$ cat config.mk
export PLATFORM = sky130hd
export DESIGN_NAME = mem_ctrl
export DESIGN_NICKNAME = d
export VERILOG_FILES = /design/src/rtl/mem_ctrl.sv
export SDC_FILE = /design/constraint.sdc
export NUM_CORES = 1
export LEC_CHECK = 0
export ABC_AREA = 1
export BUFFER_PORTS_ARGS = -buffer_cell sky130_fd_sc_hd__buf_2
export CELL_PAD_IN_SITES_DETAIL_PLACEMENT = 0
export CELL_PAD_IN_SITES_GLOBAL_PLACEMENT = 2
export CORE_ASPECT_RATIO = 0.6
export CORE_MARGIN = 2
export CORE_UTILIZATION = 31
export CTS_CLUSTER_DIAMETER = 60
export DETAILED_ROUTE_END_ITERATION = 8
export HOLD_SLACK_MARGIN = 0.12
export PLACE_DENSITY = 0.81
export SLEW_MARGIN = 40
export SYNTH_ARGS = -nofsm -noshare
export SYNTH_HDL_FRONTEND = slang
export SYNTH_SLANG_ARGS = --single-unit
$ cat constraint.sdc
create_clock -name clk -period 2.5 [get_ports clk]
set_input_delay 0.375 -clock clk [delete_from_list [all_inputs] [get_ports clk]]
set_output_delay 0.375 -clock clk [all_outputs]
set_load 0.01 [all_outputs]
$ cat src/rtl/mem_ctrl.sv
`default_nettype none
// ============================================================================
//  Module   : mem_ctrl
//  Purpose  : Byte-serial memory controller between the MEM / instruction-
//             fetch stages and a single 8-bit RAM port. Word-level load,
//             store and fetch requests are split into byte transactions.
//             Load data is reassembled little-endian and sign/zero-extended.
//             Each completed request returns a one-cycle ready pulse.
//             Priority: mem_write > mem_read > if_read.
//  Ports    : clk, rst_n (async, active-low), rdy (global enable)
//             MEM   : mem_read, mem_write, mem_addr, mem_data_i, mem_length,
//                     mem_signed -> mem_ready, mem_data_o
//             Fetch : if_read, if_addr -> if_ready, if_data
//             RAM   : ram_din -> ram_dout, ram_a, ram_wr
//             IO    : io_buffer_full
//  Config   : define MEM_CTRL_IO_STALL_EN to hold off stores to the IO region
//             (addr[17:16] == IO_BASE_HI) while io_buffer_full is high.
//  Revision : 1.0  initial release
// ============================================================================
module mem_ctrl #(
  parameter int unsigned ADDR_W     = 32,
  parameter logic [1:0]  IO_BASE_HI = 2'b11
) (
  input  logic              clk,
  input  logic              rst_n,
  input  logic              rdy,
  input  logic              mem_read,
  input  logic              mem_write,
  input  logic [ADDR_W-1:0] mem_addr,
  input  logic [31:0]       mem_data_i,
  input  logic [2:0]        mem_length,
  input  logic              mem_signed,
  output logic              mem_ready,
  output logic [31:0]       mem_data_o,
  input  logic              if_read,
  input  logic [ADDR_W-1:0] if_addr,
  output logic              if_ready,
  output logic [31:0]       if_data,
  input  logic [7:0]        ram_din,
  output logic [7:0]        ram_dout,
  output logic [ADDR_W-1:0] ram_a,
  output logic              ram_wr,
  input  logic              io_buffer_full
);

  typedef enum logic [1:0] {
    IDLE  = 2'd0,
    READ  = 2'd1,
    WRITE = 2'd2,
    DONE  = 2'd3
  } state_e;

  state_e            state_q, state_d;
  logic [2:0]        k_q, k_d;            // byte counter
  logic [2:0]        n_q, n_d;            // byte count: 1, 2 or 4
  logic [ADDR_W-1:0] base_q, base_d;
  logic              sign_q, sign_d;
  logic [31:0]       wdata_q, wdata_d;
  logic [31:0]       rdata_q, rdata_d;
  logic              from_mem_q, from_mem_d; // 1 = MEM requester, 0 = fetch
  logic              mem_ready_q, mem_ready_d;
  logic              if_ready_q, if_ready_d;
  logic [31:0]       mem_data_q, mem_data_d;
  logic [31:0]       if_data_q, if_data_d;
  // The RAM keeps returning data for the held address while rdy is low, so
  // the byte that was valid on the first stalled edge is parked here and
  // consumed on the first enabled edge.
  logic [7:0]        din_hold_q, din_hold_d;
  logic              din_held_q, din_held_d;

  logic [2:0]        mem_n;
  logic              io_block;
  logic              take_write;
  logic              req_live;
  logic [7:0]        din_eff;

  assign mem_n = (mem_length == 3'd1) ? 3'd1 :
                 (mem_length == 3'd2) ? 3'd2 : 3'd4;

`ifdef MEM_CTRL_IO_STALL_EN
  assign io_block = mem_write && (mem_addr[17:16] == IO_BASE_HI) && io_buffer_full;
`else
  logic unused_io_cfg;
  assign io_block      = 1'b0;
  assign unused_io_cfg = ^{io_buffer_full, IO_BASE_HI};
`endif

  assign take_write = mem_write && !io_block;
  assign req_live   = from_mem_q ? mem_read : if_read;
  assign din_eff    = din_held_q ? din_hold_q : ram_din;

  function automatic logic [31:0] extend(input logic [31:0] w,
                                         input logic [2:0]  n,
                                         input logic        s);
    logic [31:0] r;
    r = w;
    if (n == 3'd1) begin
      r = {{24{s & w[7]}}, w[7:0]};
    end else if (n == 3'd2) begin
      r = {{16{s & w[15]}}, w[15:0]};
    end
    return r;
  endfunction

  // --------------------------------------------------------------------------
  // Next-state logic
  // --------------------------------------------------------------------------
  always_comb begin
    state_d     = state_q;
    k_d         = k_q;
    n_d         = n_q;
    base_d      = base_q;
    sign_d      = sign_q;
    wdata_d     = wdata_q;
    rdata_d     = rdata_q;
    from_mem_d  = from_mem_q;
    mem_ready_d = mem_ready_q;
    if_ready_d  = if_ready_q;
    mem_data_d  = mem_data_q;
    if_data_d   = if_data_q;
    din_hold_d  = din_hold_q;
    din_held_d  = din_held_q;

    if (rdy) begin
      din_held_d  = 1'b0;
      mem_ready_d = 1'b0;
      if_ready_d  = 1'b0;
      case (state_q)
        IDLE: begin
          k_d = 3'd0;
          if (take_write) begin
            state_d    = WRITE;
            base_d     = mem_addr;
            n_d        = mem_n;
            sign_d     = mem_signed;
            wdata_d    = mem_data_i;
            from_mem_d = 1'b1;
          end else if (mem_read) begin
            state_d    = READ;
            base_d     = mem_addr;
            n_d        = mem_n;
            sign_d     = mem_signed;
            from_mem_d = 1'b1;
          end else if (if_read) begin
            state_d    = READ;
            base_d     = if_addr;
            n_d        = 3'd4;
            sign_d     = 1'b0;
            from_mem_d = 1'b0;
          end
        end
        READ: begin
          if (!req_live) begin
            state_d = IDLE;
            k_d     = 3'd0;
          end else begin
            // Data for address base+k-1 arrives while base+k is driven.
            case (k_q)
              3'd1:    rdata_d[7:0]   = din_eff;
              3'd2:    rdata_d[15:8]  = din_eff;
              3'd3:    rdata_d[23:16] = din_eff;
              3'd4:    rdata_d[31:24] = din_eff;
              default: ;
            endcase
            if (k_q == n_q) begin
              state_d = DONE;
              if (from_mem_q) begin
                mem_ready_d = 1'b1;
                mem_data_d  = extend(rdata_d, n_q, sign_q);
              end else begin
                if_ready_d = 1'b1;
                if_data_d  = rdata_d;
              end
            end else begin
              k_d = k_q + 3'd1;
            end
          end
        end
        WRITE: begin
          if (k_q == n_q - 3'd1) begin
            state_d     = DONE;
            mem_ready_d = 1'b1;
          end else begin
            k_d = k_q + 3'd1;
          end
        end
        DONE: begin
          state_d = IDLE;
          k_d     = 3'd0;
        end
        default: state_d = IDLE;
      endcase
    end else if (!din_held_q) begin
      din_held_d = 1'b1;
      din_hold_d = ram_din;
    end
  end

  // --------------------------------------------------------------------------
  // State registers
  // --------------------------------------------------------------------------
  always_ff @(posedge clk or negedge rst_n) begin
    if (!rst_n) begin
      state_q     <= IDLE;
      k_q         <= 3'd0;
      n_q         <= 3'd4;
      base_q      <= '0;
      sign_q      <= 1'b0;
      wdata_q     <= 32'd0;
      rdata_q     <= 32'd0;
      from_mem_q  <= 1'b0;
      mem_ready_q <= 1'b0;
      if_ready_q  <= 1'b0;
      mem_data_q  <= 32'd0;
      if_data_q   <= 32'd0;
      din_hold_q  <= 8'd0;
      din_held_q  <= 1'b0;
    end else begin
      state_q     <= state_d;
      k_q         <= k_d;
      n_q         <= n_d;
      base_q      <= base_d;
      sign_q      <= sign_d;
      wdata_q     <= wdata_d;
      rdata_q     <= rdata_d;
      from_mem_q  <= from_mem_d;
      mem_ready_q <= mem_ready_d;
      if_ready_q  <= if_ready_d;
      mem_data_q  <= mem_data_d;
      if_data_q   <= if_data_d;
      din_hold_q  <= din_hold_d;
      din_held_q  <= din_held_d;
    end
  end

  // --------------------------------------------------------------------------
  // RAM port: decoded from registered state so reset clears it immediately
  // and a stall (counter frozen) keeps ram_a steady.
  // --------------------------------------------------------------------------
  always_comb begin
    ram_a    = '0;
    ram_dout = 8'd0;
    ram_wr   = 1'b0;
    if (state_q == WRITE) begin
      ram_a    = base_q + ADDR_W'(k_q);
      ram_dout = wdata_q[{k_q[1:0], 3'b000} +: 8];
      ram_wr   = rdy;
    end else if ((state_q == READ) && (k_q < n_q)) begin
      ram_a = base_q + ADDR_W'(k_q);
    end
  end

  assign mem_ready  = mem_ready_q;
  assign if_ready   = if_ready_q;
  assign mem_data_o = mem_data_q;
  assign if_data    = if_data_q;

endmodule
`default_nettype wire
# Word level (Yosys, flattened, before mapping)
# Cells that the tools add are included.
dict set report classes {
  n_lt_le_gt_ge 1
  add_sub_neg 3
  eq_ne 18
  shifts 1
  reduce_logical 11
  n_bitwise 3
  n_mux 52
}
# operator n
set op_table {}
lappend op_table {{$mux 32} 7}
lappend op_table {{$mux 8} 12}
lappend op_table {{$add 32x3->32} 1}
lappend op_table {{$shiftx 32x6->8} 1}
lappend op_table {{$mux 3} 8}
lappend op_table {{$mux 1} 16}
lappend op_table {{$eq 3x2->1 const B} 4}
lappend op_table {{$mux 2} 6}
lappend op_table {{$reduce_and 3->1} 4}
lappend op_table {{$reduce_and 5->1} 2}
lappend op_table {{$eq 3x1->1 const B} 3}
lappend op_table {{$pmux 3 s3} 1}
lappend op_table {{$pmux 2 s4} 1}
lappend op_table {{$eq 3x3->1} 2}
lappend op_table {{$ne 3x3->1 const B} 2}
lappend op_table {{$eq 2x2->1 const B} 2}
lappend op_table {{$ne 2x2->1 const B} 2}
lappend op_table {{$ne 4x4->1 const B} 1}
lappend op_table {{$reduce_and 4->1} 1}
lappend op_table {{$add 3x1->3 const B} 1}
lappend op_table {{$eq 3x3->1 const B} 1}
lappend op_table {{$lt 3x3->1} 1}
lappend op_table {{$reduce_bool 3->1} 1}
lappend op_table {{$sub 3x1->3 const B} 1}
lappend op_table {{7 further kinds} 8}
dict set report word_totals {
  output_inout_bits 107
  regBits 181
  wordCells 103
  inputBits 115
}

# Longest topological paths before layout
dict set report depth {
  depth_word 8
  ltp_mapped 12
}

# Worst setup path after synthesis
# OpenSTA, ideal clock, no wires.
dict set report synth_path {
  path_type {register -> output}
  start {reg k_q[0]}
  end {out ram_a[10]}
  arrival_time_ns 2.049
  stages_incl_launch_ff 10
  path_buffers 3
  path_slack_ns 0.076
  path_cell_list {dfrtp_1 -> buf_2 -> inv_1 -> clkbuf_1 -> ha_1 -> o211ai_1 -> nand2_1 -> clkbuf_1 -> o21ai_0 -> a21oi_1}
}
dict set report synth_between {
  elab_chain_len 4
}
# element line_no
set synth_rtl {}
lappend synth_rtl {{start: declaration} 54} ;# logic [2:0] k_q, k_d;
lappend synth_rtl {{start signal: assignment} 220} ;# k_q <= k_d;
lappend synth_rtl {{branches (longest 3 deep; another with $add 32x3->32)} --}
lappend synth_rtl {{$mux 32 (*)} 244} ;# if (state_q == WRITE) begin
lappend synth_rtl {{end: declaration} 41} ;# output logic [ADDR_W-1:0] ram_a,
# Mark *: on every way between the ends.

# Final worst setup path
dict set report layout_path {
  start {reg k_q[0]}
  end {out ram_a[22]}
}
# Same word-level chain as after synthesis.

==> results.toml <==
[cells_and_area]
area_growth_syn_to_layout_pct = 31.4
n_fill_cell = 3202
post_layout_utilization_of_the_core_pct = 41.8
nets = 1648
instances_no_fill = 1938
ff_latch_area_sq_um = 4540
combined_area_of_the_multi_input_logic_cells_sq_um = 4940
final_layout_size_suffix_gt1_share_pct = 29.3
design_area_sq_um = 12700

[logic_synthesis]
post_synth_mux_area_share_pct = 3.74
mappedNetlistArea_sq_um = 9640
synth_top_family_by_area = "simple AND/OR/NAND/NOR gates"
synthesis.instances = 1260
synth_top_cells_by_count = "419 x nand2_1, 180 x dfrtp_1, 163 x nor2_1"
post-synth-top-count-cell = "nand2_1"
postSynth.topFlopCell = "dfrtp_1"
synthesis.yosys.warnings = 0
ys_ff_latch = 181
largest_area_contributor_in_the_netlist = "dfrtp_1"
synth.top_cell.area_share_pct = 46.7
post_synth.cell_area_avg_sq_um = 7.65
post_synth_and_or_nand_nor_area_fraction_pct = 27.0
synth_compound_area_share_pct = 13.9
post_synth_xor_area_fraction_pct = 0.182
post_synth_main_area_contributors = "dfrtp_1 47%, nand2_1 16%, nor2_1 6.3%"
synth_edf_count = 0
yosysSeqAreaShare_pct = 47.0
net_count_after_synthesis = 1394
synthArstFlopShare_pct = 100
synth_adder_area_share_pct = 2.54
yosysUniqueCellTypes = 40

[floorplanning]
die_w_um = 232
chipHeight_um = 141
top_level_ports = 222
die_footprint_sq_um = 32600
core.rowCount = 49
floorplan.initialDensity_pct = 31.8
core_area_sq_um = 30300

[setup_path]
endpoint_kind = "output port"
timing.reg2reg.setup_slack_ns = 0.22
worst_path_largest_cell_delay_ns = 0.46
r2r_cells = 8
worst_r2r_startpoint = "n_q[2]"
timing.critical_path.mode_cell = "nand2_4"
path_cells = "ha_4, fa_2, nand2_4, nand2_4, buf_6, nand4_1, nor2_4, nand3_1, nand2_1, nor2_1, buf_2"
cp-start-kind = "register"
timing.setup.critical_path_class = "reg2out"
worstPathMaxFanout = 6
timing.critical_path.arrival_ns = 2.32
cpMaxStageDelayCell = "dfrtp_2"
critical_register_to_register_path_endpoint = "mem_data_o[16]"
worst-endpoint-required_ns = 2.12

[run]
maxCapViolCount = 0

[clocking]
clock_tree.root_cell = "clkbuf_16"
clock_path_buffers = 2
clkLatencyLatePin_ns = 0.44
tritoncts_clock_tree = "built"
clk_pin_slew_ns = 0.07
cts_buf_count = 17
clock-sinks = 181
cts_htree_levels = 4

[placement]
placement.cell_area_sq_um = 11500
placement.setup.worst_slack_ns = 0.0402
port-buffer-count = 220
dp.cells = 1890
dp.final_hpwl_um = 25500
finalWeightedCongestion = 0.894

[sta]
timing.final.ws_setup_ns = -0.194
setup-tns-final_ns = -4.50
final.period_utilization_pct = 108
final.hold.worst_slack_ns = 0.156
highest_attainable_clock_frequency_mhz = 371
maxSlewHeadroom_pct = 52.1
finClkSkew_ns = 0.0121
final-hold-violation-count = 0
finalCriticalPeriod_ns = 2.69
timing_max_transition_violations_final = 0
grt_setup_unrepaired = "true"
setup_viol = 31
slew_worst_pin_ns = 0.717

[drt]
vias = 9334
detailedRoute.firstIterationViolations = 675
detail-route-antenna-nets = 0
number_of_detailed_route_iterations_in_the_first_pass = 5
via_per_inst = 4.82
post-route-drc-count = 0
overall_routed_net_length_um = 34300
wl_cell_um = 17.7

[min_path]
hold_path_end = "wdata_q[27]"
worst_hold_path_type = "in2reg"
timing.hold.worst.start = "mem_data_i[27]"
count_of_cells_along_the_worst_hold_path = 2

[global_route]
total_congestion_overflow_after_global_routing = 0
grt_antenna_before_repair = 3
grt_pass1_vias = 9049
wire_length_of_the_first_global_routing_pass_um = 52400
grtUsageTotal_pct = 21.1
grt_start_max_net_pins = 79

[outcome]
run_status = "finished, violations left"
violated_checks = "setup timing"

[power]
power-per-cell-area_nw_per_um2 = 1150
worst_ir_drop_vdd_mv = 0.548
total_leakage_power_nw = 6.38
p_total_mw = 14.6
[worst max-delay path: cells and delay by family, from the launching register on]
family | cells | cell delay [ns]
flops | 1 | 0.46
buf+inv | 2 | 0.25
simple gates | 7 | 0.55
fa+ha+maj | 2 | 0.61
[sequential cells by signal (all words and copies together), names as in the netlist, 2 cells and up]
name        cells
if_data        32
n_q             3
state_q         2
rdata_q        32
din_hold_q      8
wdata_q        32
base_q         32
k_q             3
mem_data_o     32
[area by class of cell]
class / count / area share (%)
timing repair buffer: 294 / 14.4
inverter: 75 / 2.31
clock buffer: 22 / 3.82
sequential: 181 / 35.8
antenna: 4 / 0.0790
multi-input combinational: 945 / 39.0
clock inverter: 9 / 0.543
tap: 408 / 4.03
[report_power, final]
| group | internal (mW) | leakage (nW) | total, mW | switching, mW |
|---|---|---|---|---|
| logic | 3.03 | 3.83 | 7.21 | 4.17 |
| clock network | 1.38 | 0.269 | 2.62 | 1.23 |
| registers | 3.99 | 2.28 | 4.78 | 0.795 |
| total | 8.40 | 6.38 | 14.6 | 6.20 |
[cells by family (layout without fill, tap and decap cells)]
family	Yosys count	in the layout
AND/OR/NAND/NOR	654	654
AO/OA/AOI/OAI	238	238
flip-flops	181	181
buffers and inverters	134	400
multiplexers	32	32
adder cells (fa/ha/maj)	19	19
XOR/XNOR	2	2
other	0	4
[layer usage]
layer  GRT usage [%]  up-vias  wire (um)
li1                -     4621          -
met1            33.6     4481      18300
met2            29.1      216      13700
met3            4.37       16       1930
met4            4.32        0        336
met5               0        -          0
[cells in the final DEF (no fill, tap or decap), drive strengths merged, types with 17 or more instances in the layout]
cell    Yosys  layout
o21ai     100     100
mux2       32      32
clkbuf     31      22
a31oi      40      40
a21oi      62      62
inv        74      77
ha         18      18
nand2     420     420
buf        28     293
nor2      165     165
dfrtp     180     180
nand3      44      44
o211ai     17      17
[what timing repair did]
action	CTS	global route
buffers inserted	8	4
gates cloned	2	0
hold endpoints to repair	174	0
endpoints found under the setup margin	32	44
hold buffers	1	0
pin swaps	25	17
gates resized for setup	111	24
[worst max-delay path by stage]
| stage | from | end | slack [ns] | depth (start not counted) |
|---|---|---|---|---|
| 2_1_floorplan | k_q[0] | ram_a[10] | 0.08 | 9 |
| 3_3_place_gp | k_q[0] | ram_a[24] | 0.07 | 12 |
| 3_5_place_dp | k_q[0] | ram_a[20] | 0.04 | 11 |
| 4_1_cts | k_q[0] | ram_a[20] | -0.24 | 11 |
| 5_1_grt | k_q[0] | ram_a[30] | -0.29 | 11 |
| 6_report | k_q[0] | ram_a[22] | -0.19 | 11 |
Power figures use the tool's default switching activity.
